## src/rtl/vs_fp_mac_pipe.sv

```systemverilog
// vs_fp_mac_pipe: framed, pipelined signed fixed-point dot-product engine.
// Pipeline: P (product) -> A (saturating accumulator) -> O (round/clamp).
// A single stall (result held and not taken) freezes all three stages.
module vs_fp_mac_pipe #(
  parameter int N     = 32,
  parameter int Q     = 15,
  parameter int ACC_W = 64,
  parameter int ROUND = 1
) (
  input  logic         clock,
  input  logic         reset_n,
  input  logic         in_valid,
  output logic         in_ready,
  input  logic [N-1:0] a,
  input  logic [N-1:0] b,
  input  logic         first,
  input  logic         last,
  output logic         out_valid,
  input  logic         out_ready,
  output logic [N-1:0] result,
  output logic         overflow
);

  localparam logic [ACC_W-1:0] ACC_MAX = {1'b0, {(ACC_W-1){1'b1}}};
  localparam logic [ACC_W-1:0] ACC_MIN = {1'b1, {(ACC_W-1){1'b0}}};
  localparam logic [ACC_W:0]   RND_ADD = (ROUND != 0) ? ({{ACC_W{1'b0}}, 1'b1} << (Q-1)) : '0;
  localparam logic [N-1:0]     RES_MAX = {1'b0, {(N-1){1'b1}}};
  localparam logic [N-1:0]     RES_MIN = {1'b1, {(N-1){1'b0}}};

  // pipeline state
  logic [2*N-1:0]   p_q, p_d;
  logic             p_valid_q, p_valid_d, p_first_q, p_first_d, p_last_q, p_last_d;
  logic [ACC_W-1:0] acc_q, acc_d;
  logic             a_valid_q, a_valid_d, a_last_q, a_last_d, a_ovf_q, a_ovf_d;
  logic [N-1:0]     result_q, result_d;
  logic             overflow_q, overflow_d, out_valid_q, out_valid_d;

  // datapath temporaries
  logic                    stall;
  logic signed [2*N-1:0]   a_ext, b_ext, prod;
  logic [ACC_W-1:0]        acc_base, sum_sat, rnd_sat;
  logic [ACC_W:0]          p_ext, sum_wide, rnd_wide;
  logic                    sum_ovf, rnd_ovf, clamp;
  logic signed [ACC_W-1:0] shifted;
  logic [N-1:0]            res_clamped;

  // only combinational input-to-output path: out_ready -> in_ready
  assign stall    = out_valid_q && !out_ready;
  assign in_ready = !stall;

  // full-width signed product; operands sign-extended so the low 2N bits are exact
  assign a_ext = {{N{a[N-1]}}, a};
  assign b_ext = {{N{b[N-1]}}, b};
  assign prod  = a_ext * b_ext;

  // accumulate one guard bit wide, then saturate to the ACC_W signed range
  always_comb begin
    acc_base = p_first_q ? '0 : acc_q;
    p_ext    = {{(ACC_W+1-2*N){p_q[2*N-1]}}, p_q};
    sum_wide = {acc_base[ACC_W-1], acc_base} + p_ext;
    sum_ovf  = sum_wide[ACC_W] ^ sum_wide[ACC_W-1];
    sum_sat  = sum_ovf ? (sum_wide[ACC_W] ? ACC_MIN : ACC_MAX) : sum_wide[ACC_W-1:0];
  end

  // round (saturating), arithmetic shift by Q, then clamp into N bits
  always_comb begin
    rnd_wide    = {acc_q[ACC_W-1], acc_q} + RND_ADD;
    rnd_ovf     = rnd_wide[ACC_W] ^ rnd_wide[ACC_W-1];
    rnd_sat     = rnd_ovf ? (rnd_wide[ACC_W] ? ACC_MIN : ACC_MAX) : rnd_wide[ACC_W-1:0];
    shifted     = $signed(rnd_sat) >>> Q;
    clamp       = !((&shifted[ACC_W-1:N-1]) || !(|shifted[ACC_W-1:N-1]));
    res_clamped = clamp ? (shifted[ACC_W-1] ? RES_MIN : RES_MAX) : shifted[N-1:0];
  end

  // next-state for all stages; everything holds while stalled
  always_comb begin
    p_d         = p_q;
    p_valid_d   = p_valid_q;
    p_first_d   = p_first_q;
    p_last_d    = p_last_q;
    acc_d       = acc_q;
    a_valid_d   = a_valid_q;
    a_last_d    = a_last_q;
    a_ovf_d     = a_ovf_q;
    result_d    = result_q;
    overflow_d  = overflow_q;
    out_valid_d = out_valid_q;
    if (!stall) begin
      p_valid_d = in_valid;
      if (in_valid) begin
        p_d       = prod;
        p_first_d = first;
        p_last_d  = last;
      end
      a_valid_d = p_valid_q;
      if (p_valid_q) begin
        acc_d    = sum_sat;
        a_last_d = p_last_q;
        a_ovf_d  = (a_ovf_q && !p_first_q) || sum_ovf;
      end
      // not stalled means any held result is being taken (or none exists)
      out_valid_d = a_valid_q && a_last_q;
      if (a_valid_q && a_last_q) begin
        result_d   = res_clamped;
        overflow_d = a_ovf_q || clamp || rnd_ovf;
      end
    end
  end

  // state registers, asynchronously cleared
  always_ff @(posedge clock or negedge reset_n) begin
    if (!reset_n) begin
      p_q         <= '0;
      p_valid_q   <= 1'b0;
      p_first_q   <= 1'b0;
      p_last_q    <= 1'b0;
      acc_q       <= '0;
      a_valid_q   <= 1'b0;
      a_last_q    <= 1'b0;
      a_ovf_q     <= 1'b0;
      result_q    <= '0;
      overflow_q  <= 1'b0;
      out_valid_q <= 1'b0;
    end else begin
      p_q         <= p_d;
      p_valid_q   <= p_valid_d;
      p_first_q   <= p_first_d;
      p_last_q    <= p_last_d;
      acc_q       <= acc_d;
      a_valid_q   <= a_valid_d;
      a_last_q    <= a_last_d;
      a_ovf_q     <= a_ovf_d;
      result_q    <= result_d;
      overflow_q  <= overflow_d;
      out_valid_q <= out_valid_d;
    end
  end

  assign result    = result_q;
  assign overflow  = overflow_q;
  assign out_valid = out_valid_q;

endmodule

```

## config.mk

```make
export PLATFORM = sky130hd
export DESIGN_NAME = vs_fp_mac_pipe
export DESIGN_NICKNAME = d
export VERILOG_FILES = /design/src/rtl/vs_fp_mac_pipe.sv
export SDC_FILE = /design/constraint.sdc
export NUM_CORES = 2
export LEC_CHECK = 0
export BUFFER_PORTS_ARGS = -buffer_cell sky130_fd_sc_hd__buf_2
export CAP_MARGIN = 20
export CORE_MARGIN = 5
export CORE_UTILIZATION = 30
export CTS_CLUSTER_DIAMETER = 50
export CTS_CLUSTER_SIZE = 10
export DETAILED_ROUTE_END_ITERATION = 16
export GPL_TIMING_DRIVEN = 0
export SYNTH_ARGS = -nofsm -noshare
export SYNTH_HDL_FRONTEND = slang
export SYNTH_SLANG_ARGS = --single-unit
```

## constraint.sdc

```tcl
create_clock -name clock -period 7.8 [get_ports clock]
set_input_delay 0.39 -clock clock [delete_from_list [all_inputs] [get_ports clock]]
set_output_delay 0.39 -clock clock [all_outputs]
set_load 0.02 [all_outputs]
```

==> impl_metrics.ini <==
[sta]
finalSetupViolCount = 0
drv_slew = 0
setup_slack_ps = 76.3
slew_headroom_pct = 28.6
finalCritPeriodShare_pct = 99.0
finalHoldViolations = 0
fmax_ghz = 0.129
fin_crit_ps = 7720
rsz0062_at_grt = yes
skew_ps = 13.5
tightest_slew_ps = 1070
fin_tns_setup_ps = 0

[routing]
num_vias = 37933
dr.pass1.iters = 7
wl_per_cell_um = 23.9
final_antenna_net_count = 0
drc = 0
finalWirelength_um = 183000
drt_iter0_markers = 3220
avgViaCountPerCell = 4.94

[global_route]
grt-ovfl-total = 0
grt_max_degree = 100
grt_pass1_wl_um = 271000
antenna_found_initial = 16
grtUsageTotal_pct = 21.7
grt_pass1_vias = 39691

[clocking]
cts.sinks = 168
clock_latency_ps = 450
h-tree-depth = 4
cts_made_buffers = 17
clk_pin_slew_worst_paths_ps = 70
clock_path_buffers = 2
clockRootBuffer = clkbuf_16
cts_tree = yes

[final_layout]
syn2layout_area_growth_pct = 10.3
fin_nets = 6892
fillCellCount = 16740
drive_gt1_share_pct = 7.60
final_cell_mix = fa_1, inv_1, nand2_1
utilization_pct = 33.2
fin_area_um2 = 53200
final_common_cell = fa_1

[logic_synthesis]
avgSynthCellArea_um2 = 9.02
yosys_warnings = 0
synth_area_um2 = 48300
yosys.area.top_type = fa_1
synthTopCellsByArea = fa_1, dfrtp_1, inv_1, and2_1, ha_1
ys_seq_area_share_pct = 8.71
async_flop_share_pct = 100
ys_seq_elements = 168
synth_cell_types = 74
netlist_instances = 5351
ys.flop_type = dfrtp_1
synth_edf_count = 0
syn-num-nets = 6755
synth_top_area_share_pct = 44.9

[floorplanning]
ios = 105
initial_core_util_pct = 30.1
rows = 147
coreArea_um2 = 160000
dieHeight_um = 411
die_area_um2 = 169000
die_width_um = 411

[setup_path]
cp.required_ps = 8180
critPathLaunchType = input pin
crit_fanout = 10
path_class = input pin to flip-flop
worst_setup_path_end_kind = flip-flop
rr_worst_depth = 14
cp.arrival_ps = 8110

[placed_design]
place_hpwl_um = 156000
io_buffer_count = 104
place_area_um2 = 51600
pre_cts_ws_ps = -1900
place_congestion = 1.03

[status]
status = complete, no violations

[hold_path]
hold_depth = 2
hp-class = input pin to flip-flop

[flow_run]
maxCapViolCount = 0
path summary, 6_finish.rpt:
| check | startpoint | endpoint | slack (ps) |
|---|---|---|---|
| min | last | p_last_q$_DFFE_PN0P_ | 210 |
| min in group asynchronous | reset_n | out_valid$_DFFE_PN0N_ | 480 |
| max reg2reg | p_first_q$_DFFE_PN0P_ | acc_q[3]$_DFFE_PN0P_ | 2080 |
| max in group asynchronous | reset_n | p_q[24]$_DFFE_PN0P_ | 6440 |
| min reg2reg | acc_q[12]$_DFFE_PN0P_ | acc_q[12]$_DFFE_PN0P_ | 470 |
| max | b[24] | p_q[51]$_DFFE_PN0P_ | 80 |
cell families after synthesis:
| logic type | after synthesis | synth area share [%] |
|---|---|---|
| buffers and inverters | 1293 | 10.1 |
| AO/OA/AOI/OAI | 618 | 8.28 |
| XOR/XNOR | 166 | 3.01 |
| adder cells (fa/ha/maj) | 1334 | 51.4 |
| flip-flops | 168 | 8.71 |
| multiplexers | 11 | 0.254 |
| AND/OR/NAND/NOR | 1761 | 18.2 |
cell type report:
| class | instances | area, µm² | share of cell area (%) |
|---|---|---|---|
| flip-flops and latches | 168 | 4200 | 7.90 |
| well taps | 2160 | 2700 | 5.08 |
| diodes | 11 | 27.5 | 0.0517 |
| plain buffers | 291 | 1750 | 3.28 |
| repair buffers | 126 | 783 | 1.47 |
| clock buffers | 20 | 447 | 0.839 |
| clock inverters | 12 | 166 | 0.313 |
| inverters | 994 | 3730 | 7.01 |
| multi-input cells | 3890 | 39400 | 74.1 |
synth_stat cells, types with 27 or more instances:
library cell,number
o21ai_0,144
nor2_1,165
ha_1,251
nor3_1,30
fa_1,1083
o31ai_1,62
and3_1,28
a311oi_1,34
nand4_1,38
o21bai_1,27
a31oi_1,27
xor2_1,56
nor2b_1,101
xnor2_1,110
inv_1,994
a21o_1,70
nand2_1,729
a21oi_1,151
dfrtp_1,168
and2_1,540
clkbuf_1,282
nand3_1,48
layer usage:
metal,track usage [%],routed length [µm]
met1,30.2,79300
met2,33.9,81100
met5,0,47
met3,4.51,16000
met4,6.80,7040
critical path: stages:
cell	delay (ps)
buf_2	270
clkbuf_4	350
nand2_1	120
fa_1	520
inv_1	60
fa_1	500
inv_1	60
fa_1	530
inv_1	70
fa_1	500
fa_1	560
fa_1	440
fa_2	610
fa_1	480
ha_2	420
nand4_1	170
nor3_2	240
a221oi_1	100
o21ai_1	120
a41oi_2	50
buf_4	170
o31ai_4	420
a31o_2	250
a21oi_1	80
or4b_1	510
nand3_1	80
what timing repair did:
action | in CTS | in global routing
hold buffers | 1 | 0
resized for setup | 253 | 253
endpoints found under the hold margin | 69 | 0
setup buffers | 3 | 13
pin swaps | 3 | 19
endpoints found under the setup margin | 32 | 19
through the flow:
step / instances / hold WS [ps]
6_report: 7672 / 210
4_1_cts: 7654 / 183
2_1_floorplan: 5351 / 94.4
3_3_place_gp: 7615 / 453
5_1_grt: 7662 / 197
3_5_place_dp: 7620 / 387
Power is left out: the tool's default activity adds up to more than one toggle a clock period on the data nets, which glitch-free logic cannot reach.
